### src/rtl/conv_pool_sched_pkg.sv
// ---------------------------------------------------------------------------
// conv_pool_pkg : shared constants and types for the conv/pool sequencer
// Revision: 1.0
// ---------------------------------------------------------------------------
`default_nettype none

package conv_pool_pkg;

  localparam int WIN   = 6;
  localparam int N_OUT = 18;

  typedef enum logic [2:0] {
    IDLE    = 3'd0,
    LOAD    = 3'd1,
    WINDOW  = 3'd2,
    WAIT    = 3'd3,
    EMIT    = 3'd4,
    ADVANCE = 3'd5,
    DONE    = 3'd6
  } state_e;

  typedef logic [WIN*WIN-1:0] win_t;

endpackage

`default_nettype wire

### src/rtl/conv_pool_sched_if.sv
// ---------------------------------------------------------------------------
// conv_pool_sched_if : control, memory, datapath and output bundle
// Revision: 1.0
// ---------------------------------------------------------------------------
`default_nettype none

interface conv_pool_sched_if
  import conv_pool_pkg::*;
#(
  parameter int IMG_W  = 14,
  parameter int ADDR_W = 4
);
  logic              start;
  logic              busy;
  logic              done;
  logic              mem_rd_en;
  logic [ADDR_W-1:0] mem_rd_addr;
  logic [IMG_W-1:0]  mem_rd_data;
  win_t              win_image;
  logic [N_OUT-1:0]  dp_pixel;
  logic              out_valid;
  logic              out_ready;
  logic [N_OUT-1:0]  out_pixels;
  logic [ADDR_W-1:0] out_row;
  logic [ADDR_W-1:0] out_col;

  modport master (
    input  start, mem_rd_data, dp_pixel, out_ready,
    output busy, done, mem_rd_en, mem_rd_addr, win_image,
           out_valid, out_pixels, out_row, out_col
  );

  modport slave (
    output start, mem_rd_data, dp_pixel, out_ready,
    input  busy, done, mem_rd_en, mem_rd_addr, win_image,
           out_valid, out_pixels, out_row, out_col
  );
endinterface

`default_nettype wire

### src/rtl/conv_pool_sched_line_buffer.sv
// ---------------------------------------------------------------------------
// conv_line_buffer : WIN-row shift register with a WIN-wide column slice
// Revision: 1.0
// ---------------------------------------------------------------------------
`default_nettype none

module conv_line_buffer
  import conv_pool_pkg::*;
#(
  parameter int IMG_W = 14,
  parameter int CW    = 4
) (
  input  logic             clk,
  input  logic             rst_n,
  input  logic             shift_i,
  input  logic [IMG_W-1:0] row_i,
  input  logic [CW-1:0]    c0_i,
  output win_t             win_o
);

  // rows_q[0] is the oldest row, i.e. window row 0
  logic [IMG_W-1:0] rows_q [WIN];

  always_ff @(posedge clk or negedge rst_n) begin
    if (!rst_n) begin
      for (int i = 0; i < WIN; i++) rows_q[i] <= '0;
    end else if (shift_i) begin
      for (int i = 0; i < WIN-1; i++) rows_q[i] <= rows_q[i+1];
      rows_q[WIN-1] <= row_i;
    end
  end

  for (genvar i = 0; i < WIN; i++) begin : g_row
    logic [IMG_W-1:0] shifted;
    assign shifted              = rows_q[i] >> c0_i;
    assign win_o[i*WIN +: WIN] = shifted[WIN-1:0];
  end

endmodule

`default_nettype wire

### src/rtl/conv_pool_sched.sv
// ---------------------------------------------------------------------------
// conv_pool_sched : walks a stride-2 6x6 window over the map for the datapath
// Revision: 1.0
// ---------------------------------------------------------------------------
`default_nettype none

module conv_pool_sched
  import conv_pool_pkg::*;
#(
  parameter int IMG_W  = 14,
  parameter int IMG_H  = 14,
  parameter int STRIDE = 2,
  parameter int DP_LAT = 1,
  parameter int ADDR_W = $clog2(IMG_H)
) (
  input  logic clk,
  input  logic rst_n,
  conv_pool_sched_if.master bus
);

  localparam int OUT_H = (IMG_H - WIN) / STRIDE + 1;
  localparam int OUT_W = (IMG_W - WIN) / STRIDE + 1;
  localparam int CW    = $clog2(IMG_W);
  localparam int RCW   = $clog2(WIN + 1);
  localparam int WCW   = (DP_LAT > 1) ? $clog2(DP_LAT) : 1;

  localparam logic [RCW-1:0]    WIN_RD   = RCW'(WIN);
  localparam logic [RCW-1:0]    STR_RD   = RCW'(STRIDE);
  localparam logic [ADDR_W-1:0] LAST_ROW = ADDR_W'(OUT_H - 1);
  localparam logic [ADDR_W-1:0] LAST_COL = ADDR_W'(OUT_W - 1);
  localparam logic [ADDR_W-1:0] STR_A    = ADDR_W'(STRIDE);
  localparam logic [ADDR_W-1:0] WIN_A    = ADDR_W'(WIN);
  localparam logic [CW-1:0]     STR_C    = CW'(STRIDE);
  localparam logic [WCW-1:0]    LAT_LAST = WCW'(DP_LAT - 1);

  if (((IMG_W - WIN) % STRIDE) != 0 || ((IMG_H - WIN) % STRIDE) != 0 || DP_LAT < 1)
  begin : g_bad_cfg
    $error("conv_pool_sched: map size incompatible with window/stride or DP_LAT < 1");
  end

  state_e            state_q;
  logic              busy_q, done_q, rd_en_q, rd_vld_q, valid_q;
  logic [ADDR_W-1:0] addr_q, r0_q, row_q, col_q, orow_q, ocol_q;
  logic [CW-1:0]     c0_q;
  logic [RCW-1:0]    rd_cnt_q;
  logic [WCW-1:0]    wait_q;
  logic [N_OUT-1:0]  pix_q;
  win_t              win_q;
  win_t              slice_d;

  conv_line_buffer #(.IMG_W(IMG_W), .CW(CW)) u_lbuf (
    .clk     (clk),
    .rst_n   (rst_n),
    .shift_i (rd_vld_q),
    .row_i   (bus.mem_rd_data),
    .c0_i    (c0_q),
    .win_o   (slice_d)
  );

  always_ff @(posedge clk or negedge rst_n) begin
    if (!rst_n) begin
      state_q  <= IDLE;
      busy_q   <= 1'b0;
      done_q   <= 1'b0;
      rd_en_q  <= 1'b0;
      rd_vld_q <= 1'b0;
      valid_q  <= 1'b0;
      addr_q   <= '0;
      r0_q     <= '0;
      row_q    <= '0;
      col_q    <= '0;
      orow_q   <= '0;
      ocol_q   <= '0;
      c0_q     <= '0;
      rd_cnt_q <= '0;
      wait_q   <= '0;
      pix_q    <= '0;
      win_q    <= '0;
    end else begin
      rd_vld_q <= rd_en_q;
      case (state_q)
        IDLE: begin
          if (bus.start) begin
            state_q  <= LOAD;
            busy_q   <= 1'b1;
            rd_en_q  <= 1'b1;
            addr_q   <= '0;
            rd_cnt_q <= RCW'(1);
            r0_q     <= '0;
            row_q    <= '0;
            col_q    <= '0;
            c0_q     <= '0;
          end
        end
        LOAD, ADVANCE: begin
          // Reads go out back to back; the window starts once the last one lands
          if (rd_cnt_q < ((state_q == LOAD) ? WIN_RD : STR_RD)) begin
            rd_en_q  <= 1'b1;
            addr_q   <= addr_q + 1'b1;
            rd_cnt_q <= rd_cnt_q + 1'b1;
          end else begin
            rd_en_q <= 1'b0;
            addr_q  <= '0;
          end
          if (rd_vld_q && !rd_en_q) begin
            state_q <= WINDOW;
            c0_q    <= '0;
            col_q   <= '0;
            if (state_q == ADVANCE) begin
              r0_q  <= r0_q + STR_A;
              row_q <= row_q + 1'b1;
            end
          end
        end
        WINDOW: begin
          win_q   <= slice_d;
          wait_q  <= '0;
          state_q <= WAIT;
        end
        WAIT: begin
          if (wait_q == LAT_LAST) begin
            pix_q   <= bus.dp_pixel;
            orow_q  <= row_q;
            ocol_q  <= col_q;
            valid_q <= 1'b1;
            state_q <= EMIT;
          end else begin
            wait_q <= wait_q + 1'b1;
          end
        end
        EMIT: begin
          if (bus.out_ready) begin
            valid_q <= 1'b0;
            if (col_q != LAST_COL) begin
              col_q   <= col_q + 1'b1;
              c0_q    <= c0_q + STR_C;
              state_q <= WINDOW;
            end else if (row_q != LAST_ROW) begin
              state_q  <= ADVANCE;
              rd_en_q  <= 1'b1;
              addr_q   <= r0_q + WIN_A;
              rd_cnt_q <= RCW'(1);
            end else begin
              state_q <= DONE;
              done_q  <= 1'b1;
              busy_q  <= 1'b0;
              pix_q   <= '0;
              orow_q  <= '0;
              ocol_q  <= '0;
            end
          end
        end
        DONE: begin
          done_q  <= 1'b0;
          state_q <= IDLE;
        end
        default: state_q <= IDLE;
      endcase
    end
  end

  assign bus.busy        = busy_q;
  assign bus.done        = done_q;
  assign bus.mem_rd_en   = rd_en_q;
  assign bus.mem_rd_addr = addr_q;
  assign bus.win_image   = win_q;
  assign bus.out_valid   = valid_q;
  assign bus.out_pixels  = pix_q;
  assign bus.out_row     = orow_q;
  assign bus.out_col     = ocol_q;

endmodule

`default_nettype wire

### src/flat_wrapper.sv
// flat-port wrapper written by rule: the top's interface ports become plain ports
module conv_pool_sched_flat import conv_pool_pkg::*;
#(
  parameter int IMG_W  = 14,
  parameter int IMG_H  = 14,
  parameter int STRIDE = 2,
  parameter int DP_LAT = 1,
  parameter int ADDR_W = $clog2(IMG_H)
)
  (clk, rst_n, bus_start, bus_mem_rd_data, bus_dp_pixel, bus_out_ready, bus_busy, bus_done, bus_mem_rd_en, bus_mem_rd_addr, bus_win_image, bus_out_valid, bus_out_pixels, bus_out_row, bus_out_col);
  conv_pool_sched_if #(.IMG_W(IMG_W), .ADDR_W(ADDR_W)) bus_i ();
  input  logic clk;
  input  logic rst_n;
  input wire logic [$bits(bus_i.start)-1:0] bus_start;
  input wire logic [$bits(bus_i.mem_rd_data)-1:0] bus_mem_rd_data;
  input wire logic [$bits(bus_i.dp_pixel)-1:0] bus_dp_pixel;
  input wire logic [$bits(bus_i.out_ready)-1:0] bus_out_ready;
  output wire logic [$bits(bus_i.busy)-1:0] bus_busy;
  output wire logic [$bits(bus_i.done)-1:0] bus_done;
  output wire logic [$bits(bus_i.mem_rd_en)-1:0] bus_mem_rd_en;
  output wire logic [$bits(bus_i.mem_rd_addr)-1:0] bus_mem_rd_addr;
  output wire logic [$bits(bus_i.win_image)-1:0] bus_win_image;
  output wire logic [$bits(bus_i.out_valid)-1:0] bus_out_valid;
  output wire logic [$bits(bus_i.out_pixels)-1:0] bus_out_pixels;
  output wire logic [$bits(bus_i.out_row)-1:0] bus_out_row;
  output wire logic [$bits(bus_i.out_col)-1:0] bus_out_col;
  assign bus_i.start = bus_start;
  assign bus_i.mem_rd_data = bus_mem_rd_data;
  assign bus_i.dp_pixel = bus_dp_pixel;
  assign bus_i.out_ready = bus_out_ready;
  assign bus_busy = bus_i.busy;
  assign bus_done = bus_i.done;
  assign bus_mem_rd_en = bus_i.mem_rd_en;
  assign bus_mem_rd_addr = bus_i.mem_rd_addr;
  assign bus_win_image = bus_i.win_image;
  assign bus_out_valid = bus_i.out_valid;
  assign bus_out_pixels = bus_i.out_pixels;
  assign bus_out_row = bus_i.out_row;
  assign bus_out_col = bus_i.out_col;
  conv_pool_sched #(.IMG_W(IMG_W), .IMG_H(IMG_H), .STRIDE(STRIDE), .DP_LAT(DP_LAT), .ADDR_W(ADDR_W)) u_core (.clk(clk), .rst_n(rst_n), .bus(bus_i));
endmodule
### config.mk
export PLATFORM = sky130hd
export DESIGN_NAME = conv_pool_sched_flat
export DESIGN_NICKNAME = d
export VERILOG_FILES = /design/src/rtl/conv_pool_sched_pkg.sv /design/src/rtl/conv_pool_sched_if.sv /design/src/rtl/conv_pool_sched_line_buffer.sv /design/src/rtl/conv_pool_sched.sv /design/src/flat_wrapper.sv
export SDC_FILE = /design/constraint.sdc
export NUM_CORES = 1
export LEC_CHECK = 0
export CAP_MARGIN = 0
export CORE_ASPECT_RATIO = 0.75
export CORE_MARGIN = 2
export CORE_UTILIZATION = 25
export CTS_CLUSTER_DIAMETER = 40
export CTS_CLUSTER_SIZE = 28
export DETAILED_ROUTE_END_ITERATION = 8
export GPL_TIMING_DRIVEN = 0
export HOLD_SLACK_MARGIN = 0.05
export SLEW_MARGIN = 20
export SYNTH_ARGS = -nofsm -noshare
export SYNTH_HDL_FRONTEND = slang
export SYNTH_SLANG_ARGS = --single-unit
### constraint.sdc
create_clock -name clk -period 2.5 [get_ports clk]
set_clock_uncertainty 0.15 [all_clocks]
set_input_delay 0.5 -clock clk [delete_from_list [all_inputs] [get_ports clk]]
set_output_delay 0.5 -clock clk [all_outputs]
set_load 0.02 [all_outputs]
Word-level counts from Yosys, hierarchy flattened --
Cells that the tools add are included.
Word-level totals: input bits 36, flip-flop bits (word level) 178, logic and storage cells 138, output and inout bits 70
Operators by class: muxes and demuxes 63, shift operators 6, reductions and logical operators 19, order comparisons 1, add/subtract/negate cells 8, eq/ne operators 18
Operators with widths (number):
- >> shifter 14 x 4 -> 6 bit | 6
- 2-to-1 mux 4 bit | 19
- 2-to-1 mux 18 bit | 4
- one-hot mux 18 bit (2 select lines) | 1
- one-hot mux 4 bit (3 select lines) | 3
- one-hot mux 4 bit (2 select lines) | 4
- 2-to-1 mux 3 bit | 10
- AND reduction 5 bit | 4
- one-hot mux 3 bit (5 select lines) | 1
- 2-to-1 mux 1 bit | 14
- adder 4 x 1 -> 4 bit (second input constant) | 3
- AND reduction 4 bit | 3
- != test 2 x 1 -> 1 bit (second input constant) | 5
- != test 2 bit (second input constant) | 5
- nonzero test 2 bit | 5
- == test 3 bit (second input constant) | 3
- one-hot mux 3 bit (3 select lines) | 1
- adder 4 x 2 -> 4 bit (second input constant) | 2
- != test 4 x 3 -> 1 bit (second input constant) | 2
- one-hot mux 1 bit (2 select lines) | 4
- == test 3 x 2 -> 1 bit (second input constant) | 2
- AND reduction 6 bit | 1
- adder 4 x 3 -> 4 bit (second input constant) | 1
- adder 3 x 1 -> 3 bit (second input constant) | 1
- other kinds (11) | 11

Depth between registers and ports, before layout --
word-level depth 5, gate-level depth with buffers 8, mapped depth without buffers 7

Hierarchy --
Synthesis repeated with hierarchy kept, for this count alone.
Unflattened totals: cells, all modules 796, area total of the unflattened synthesis 9661.8 µm²
Modules (own cells, without submodules):
- conv_line_buffer | area an instance 5723.0 µm², times used 1, cells each 490, seq. area each 2102.0 µm²
- conv_pool_sched | area an instance 3938.8 µm², times used 1, cells each 306, seq. area each 2277.2 µm²

Least setup slack after synthesis --
OpenSTA, ideal clock, no wires.
path kind register -> register, start register u_core.state_q[2], end register u_core.addr_q[3], in the netlist u_core.bus.mem_rd_addr[3], setup slack 492 ps, cell stages (with the launch flop) 9, buffers on the path 1, arrival time 1737 ps, data required time 2229 ps, setup time 121 ps, clock period less this slack 2008 ps, path through dfrtp_1 > buf_2 > inv_1 > nand2_1 > ha_1 > a21oi_1 > and2_1 > a221o_1 > a22o_1
On the way: longest elaborated chain between the ends 5, elaborated cells between the ends (all ways) 15, those cells by class order compare: 1; eq/ne: 7; mux: 3; reduce/logical: 4
Ends and longest elaborated chain:
- start, declared | RTL line conv_pool_sched.sv:41 | state_e state_q;
- start signal, assigned | RTL line conv_pool_sched.sv:62 | state_q <= IDLE;
- start signal, assigned | RTL line conv_pool_sched.sv:84 | state_q <= LOAD;
- start signal, assigned | RTL line conv_pool_sched.sv:106 | state_q <= WINDOW;
- == test 3 x 1 -> 1 bit | RTL line conv_pool_sched.sv:81, conv_pool_sched.sv:97
- 2-to-1 mux 3 bit | RTL line conv_pool_sched.sv:97 | if (rd_cnt_q < ((state_q == LOAD) ? WIN_RD : STR_RD)) begin
- < comparator 3 bit | RTL line conv_pool_sched.sv:97
- 2-to-1 mux 4 bit | RTL line conv_pool_sched.sv:97
- one-hot mux 4 bit (3 select lines) | RTL line conv_pool_sched.sv:81 | case (state_q)
- end signal, assigned | RTL line conv_pool_sched.sv:99 | addr_q <= addr_q + 1'b1;
- end signal, assigned | RTL line conv_pool_sched.sv:141 | addr_q <= r0_q + WIN_A;
- end, declared | RTL line conv_pool_sched.sv:43 | logic [ADDR_W-1:0] addr_q, r0_q, row_q, col_q, orow_q, ocol_q;
Several ways; a longest one is shown, not always the timed one. A chain may end at the register's enable or synchronous reset.

Worst setup path in the final report --
start register u_core.state_q[2], end register u_core.addr_q[2], in the netlist u_core.bus.mem_rd_addr[2]
The elaborated chain is that of the path after synthesis.

==> impl_metrics.json <==
{
  "drv_slew": 0,
  "clk_latency_ps": 450,
  "outcome": "finished, final reports clean",
  "gr-total-overflow": 0,
  "rsz0062_at_grt": "no",
  "grt.busiest_layer": "met2",
  "synth_top_cell_by_area": "dfrtp_1",
  "total_power_uw": 13700,
  "hold_class": "flip-flop to flip-flop",
  "die_x_um": 218,
  "drt_iter0_markers": 608,
  "fin_nets": 833,
  "wl_um": 24300,
  "cts_max_path_buffers": 2,
  "grt_antenna_before_repair": 0,
  "synth_flop_cell": "dfrtp_1",
  "crit_fanout": 10,
  "root_buffer": "clkbuf_16",
  "startpoint": "u_core.state_q[2]",
  "ys_types": 51,
  "cts_resized": 0,
  "worstHoldStart": "u_core.bus.win_image[6]",
  "ys_top_cells_by_area": "dfrtp_1 (51%), mux2_2 (11%), mux4_2 (7.6%), mux2i_1 (3.2%), a22o_1 (2.9%)",
  "port_buffers": 105,
  "grt_max_degree": 96,
  "drc": 0,
  "fmax_mhz": 445,
  "worstSetupPathType": "flip-flop to flip-flop",
  "place.gp.congestion": 0.851,
  "num_rows": 58,
  "hpwl_um": 17500,
  "fillCellCount": 3344,
  "antenna_cells": 0,
  "crit_arrival_ps": 2470,
  "use_met1_pct": 19.8,
  "design_area_um2": 10800,
  "r2r-start": "u_core.state_q[2]",
  "hold_viol": 0,
  "post-route-min-period_ps": 2240,
  "synth_top_area_share_pct": 51.2,
  "cts_num_sinks": 175,
  "fin_crit_sh_pct": 89.8,
  "synthArstFlopShare_pct": 100,
  "endpoint_kind": "flip-flop",
  "die-area_um2": 35700,
  "synth.avg_cell_area_um2": 12.9,
  "multi_input_area_um2": 3820,
  "met3_usage_pct": 4.07,
  "setup-tns-final_ps": 0,
  "synth_seq_cells": 175,
  "synth_edf_count": 0,
  "dp.cells": 1217,
  "drtAntennaViolNets": 0,
  "cts_tree": "built",
  "yosysSeqAreaShare_pct": 51.2,
  "slew_headroom_pct": 49.7,
  "synth_area_um2": 8550,
  "drive_gt1_share_pct": 22.6,
  "cts_buffers": 17,
  "required_ps": 2730,
  "synth_warnings": 0,
  "synthToLayoutAreaGrowth_pct": 26.2,
  "hold_ws_ps": 328,
  "grtUsageTotal_pct": 14.1,
  "grt_pass1_wl_um": 37600,
  "avgRoutedWirePerCell_um": 19.5,
  "powerDensity_nw_per_um2": 1270,
  "start_util_pct": 25.5,
  "maxCapViolCount": 0,
  "final-instance-count-excl-fill": 1250,
  "core_um2": 33600,
  "viasPerCell": 4.96,
  "path_clk_slew_ps": 70,
  "cp-start-kind": "flip-flop",
  "cts.htree.levels": 4,
  "syn-instance-count": 661,
  "grt_pass1_vias": 6053,
  "seqCellArea_um2": 4380,
  "synth_fp_nets": 707,
  "num_vias": 6199,
  "die_y_um": 164,
  "io_pins": 106,
  "grt.met2_usage_pct": 20.7,
  "tightestPinTransition_ps": 744,
  "finalSetupViolCount": 0,
  "firstDrtPassIters": 5,
  "ir_worst_vdd_mv": 0.600,
  "place_area_um2": 10200,
  "power.leakage_uw": 0.00438
}
-- layout by cell type (no fill, tap or decap), types with 3 or more instances in the layout --
cell             count
o32ai_1              3
nor2b_1              5
a221oi_1            12
inv_1               16
buf_1                3
nand2_1             25
clkbuf_16           17
mux2_2              84
a211oi_1            11
o21ai_0             45
mux2i_1             27
buf_4                3
a2bb2oi_1           11
mux4_2              29
ha_1                10
o221ai_1             3
a21o_1              13
nor3_1               6
buf_6                7
dfrtp_1            175
nor2_1              43
mux4_1               7
and3_1               3
a22o_1              28
buf_2               20
xor2_1               4
clkinv_4             4
clkinvlp_4           3
a31oi_1              3
nand3_1             10
a21oi_1              9
clkdlybuf4s50_1    104
o21bai_1             3
clkbuf_1            17
-- critical path: stages, from the launching register on --
cell and delay (ps):
dfrtp_1 360, buf_2 170, inv_1 200, nand2_1 80, ha_1 300, a21oi_1 260, nand2_1 190, o32ai_1 280
a22o_1 190
-- metal layers --
| layer | wire [um] | share of wire [%] | up-vias |
|---|---|---|---|
| li1 | - | - | 2750 |
| met1 | 11300 | 47 | 3188 |
| met2 | 10700 | 44 | 233 |
| met3 | 1800 | 7.4 | 28 |
| met4 | 452 | 1.9 | 0 |
| met5 | 0 | 0 | - |
-- cell usage after synthesis (all sizes together), types with 4 or more instances --
| master | n |
|---|---|
| buf | 34 |
| a2bb2oi | 11 |
| mux2i | 27 |
| inv | 16 |
| a21o | 13 |
| a22o | 28 |
| a211oi | 11 |
| a21oi | 9 |
| a221oi | 13 |
| mux4 | 36 |
| mux2 | 84 |
| nor3 | 8 |
| nand2 | 25 |
| nor2 | 44 |
| nand3 | 10 |
| dfrtp | 175 |
| xor2 | 4 |
| o21ai | 45 |
| ha | 10 |
| nor2b | 5 |
| clkbuf | 15 |
-- timing repair --
action / 4_1_cts / 5_1_grt
setup buffers: 0 / 0
endpoints found under the hold margin: 80 / 0
hold buffers: 1 / 0
-- sequential cells by signal (all words and copies together) (netlist names) --
name,flops
u_core.r0_q,3
u_core.bus.out_pixels,18
u_core.bus.mem_rd_en,1
u_core.bus.busy,1
u_core.bus.out_valid,1
u_core.rd_vld_q,1
u_core.bus.done,1
u_core.col_q,4
u_core.u_lbuf.rows_q,84
u_core.bus.mem_rd_addr,4
u_core.state_q,3
u_core.bus.out_row,4
u_core.row_q,4
u_core.bus.win_image,36
u_core.rd_cnt_q,3
u_core.c0_q,3
u_core.bus.out_col,4
-- per-stage QoR --
step / setup WS, ps / util (%)
after detailed placement: 29.8 / 30.4
after floorplan: 492 / -
after global placement: -6650 / 30.3
final: 255 / 32.1
after global routing: 36.9 / 32.1
after CTS: 237 / 32.1
-- layout make-up --
cell class	count	share of cell area, %
timing repair buffer	107	10.1
tap	450	5.22
inverter	16	0.556
clock inverter	12	1.26
multi-input combinational	421	35.4
buffer	49	2.68
sequential	175	40.6
clock buffer	20	4.14
-- power breakdown --
| part | switching [uW] | total [uW] | internal (uW) |
|---|---|---|---|
| registers | 1230 | 5250 | 4020 |
| logic | 2760 | 5780 | 3010 |
| clock network | 1180 | 2680 | 1500 |
-- path summary, 6_finish.rpt --
kind                                                  end  slack, ps  cells past startpoint
min in group asynchronous           u_core.bus.out_row[2]        500                      2
worst min-delay path              u_core.bus.win_image[6]        330                      1
worst max register to register  u_core.bus.mem_rd_addr[2]        260                      8
worst max-delay path            u_core.bus.mem_rd_addr[2]        260                      8
max in group asynchronous        u_core.u_lbuf.rows_q[78]        800                      3
worst min register to register    u_core.bus.win_image[6]        330                      1
-- cell families (layout without fill, tap and decap cells) --
logic type	count (synthesis)	after routing	synth area share (%)
buffers and inverters	65	204	4.08
AOI/OAI and AO/OA	152	152	12.8
adders and majority gates	10	10	1.46
muxes	147	147	24.0
and+or+nand+nor	108	108	6.06
xor gates and xnor gates	4	4	0.410
DFF	175	175	51.2
(Power assumes the default switching activity.)
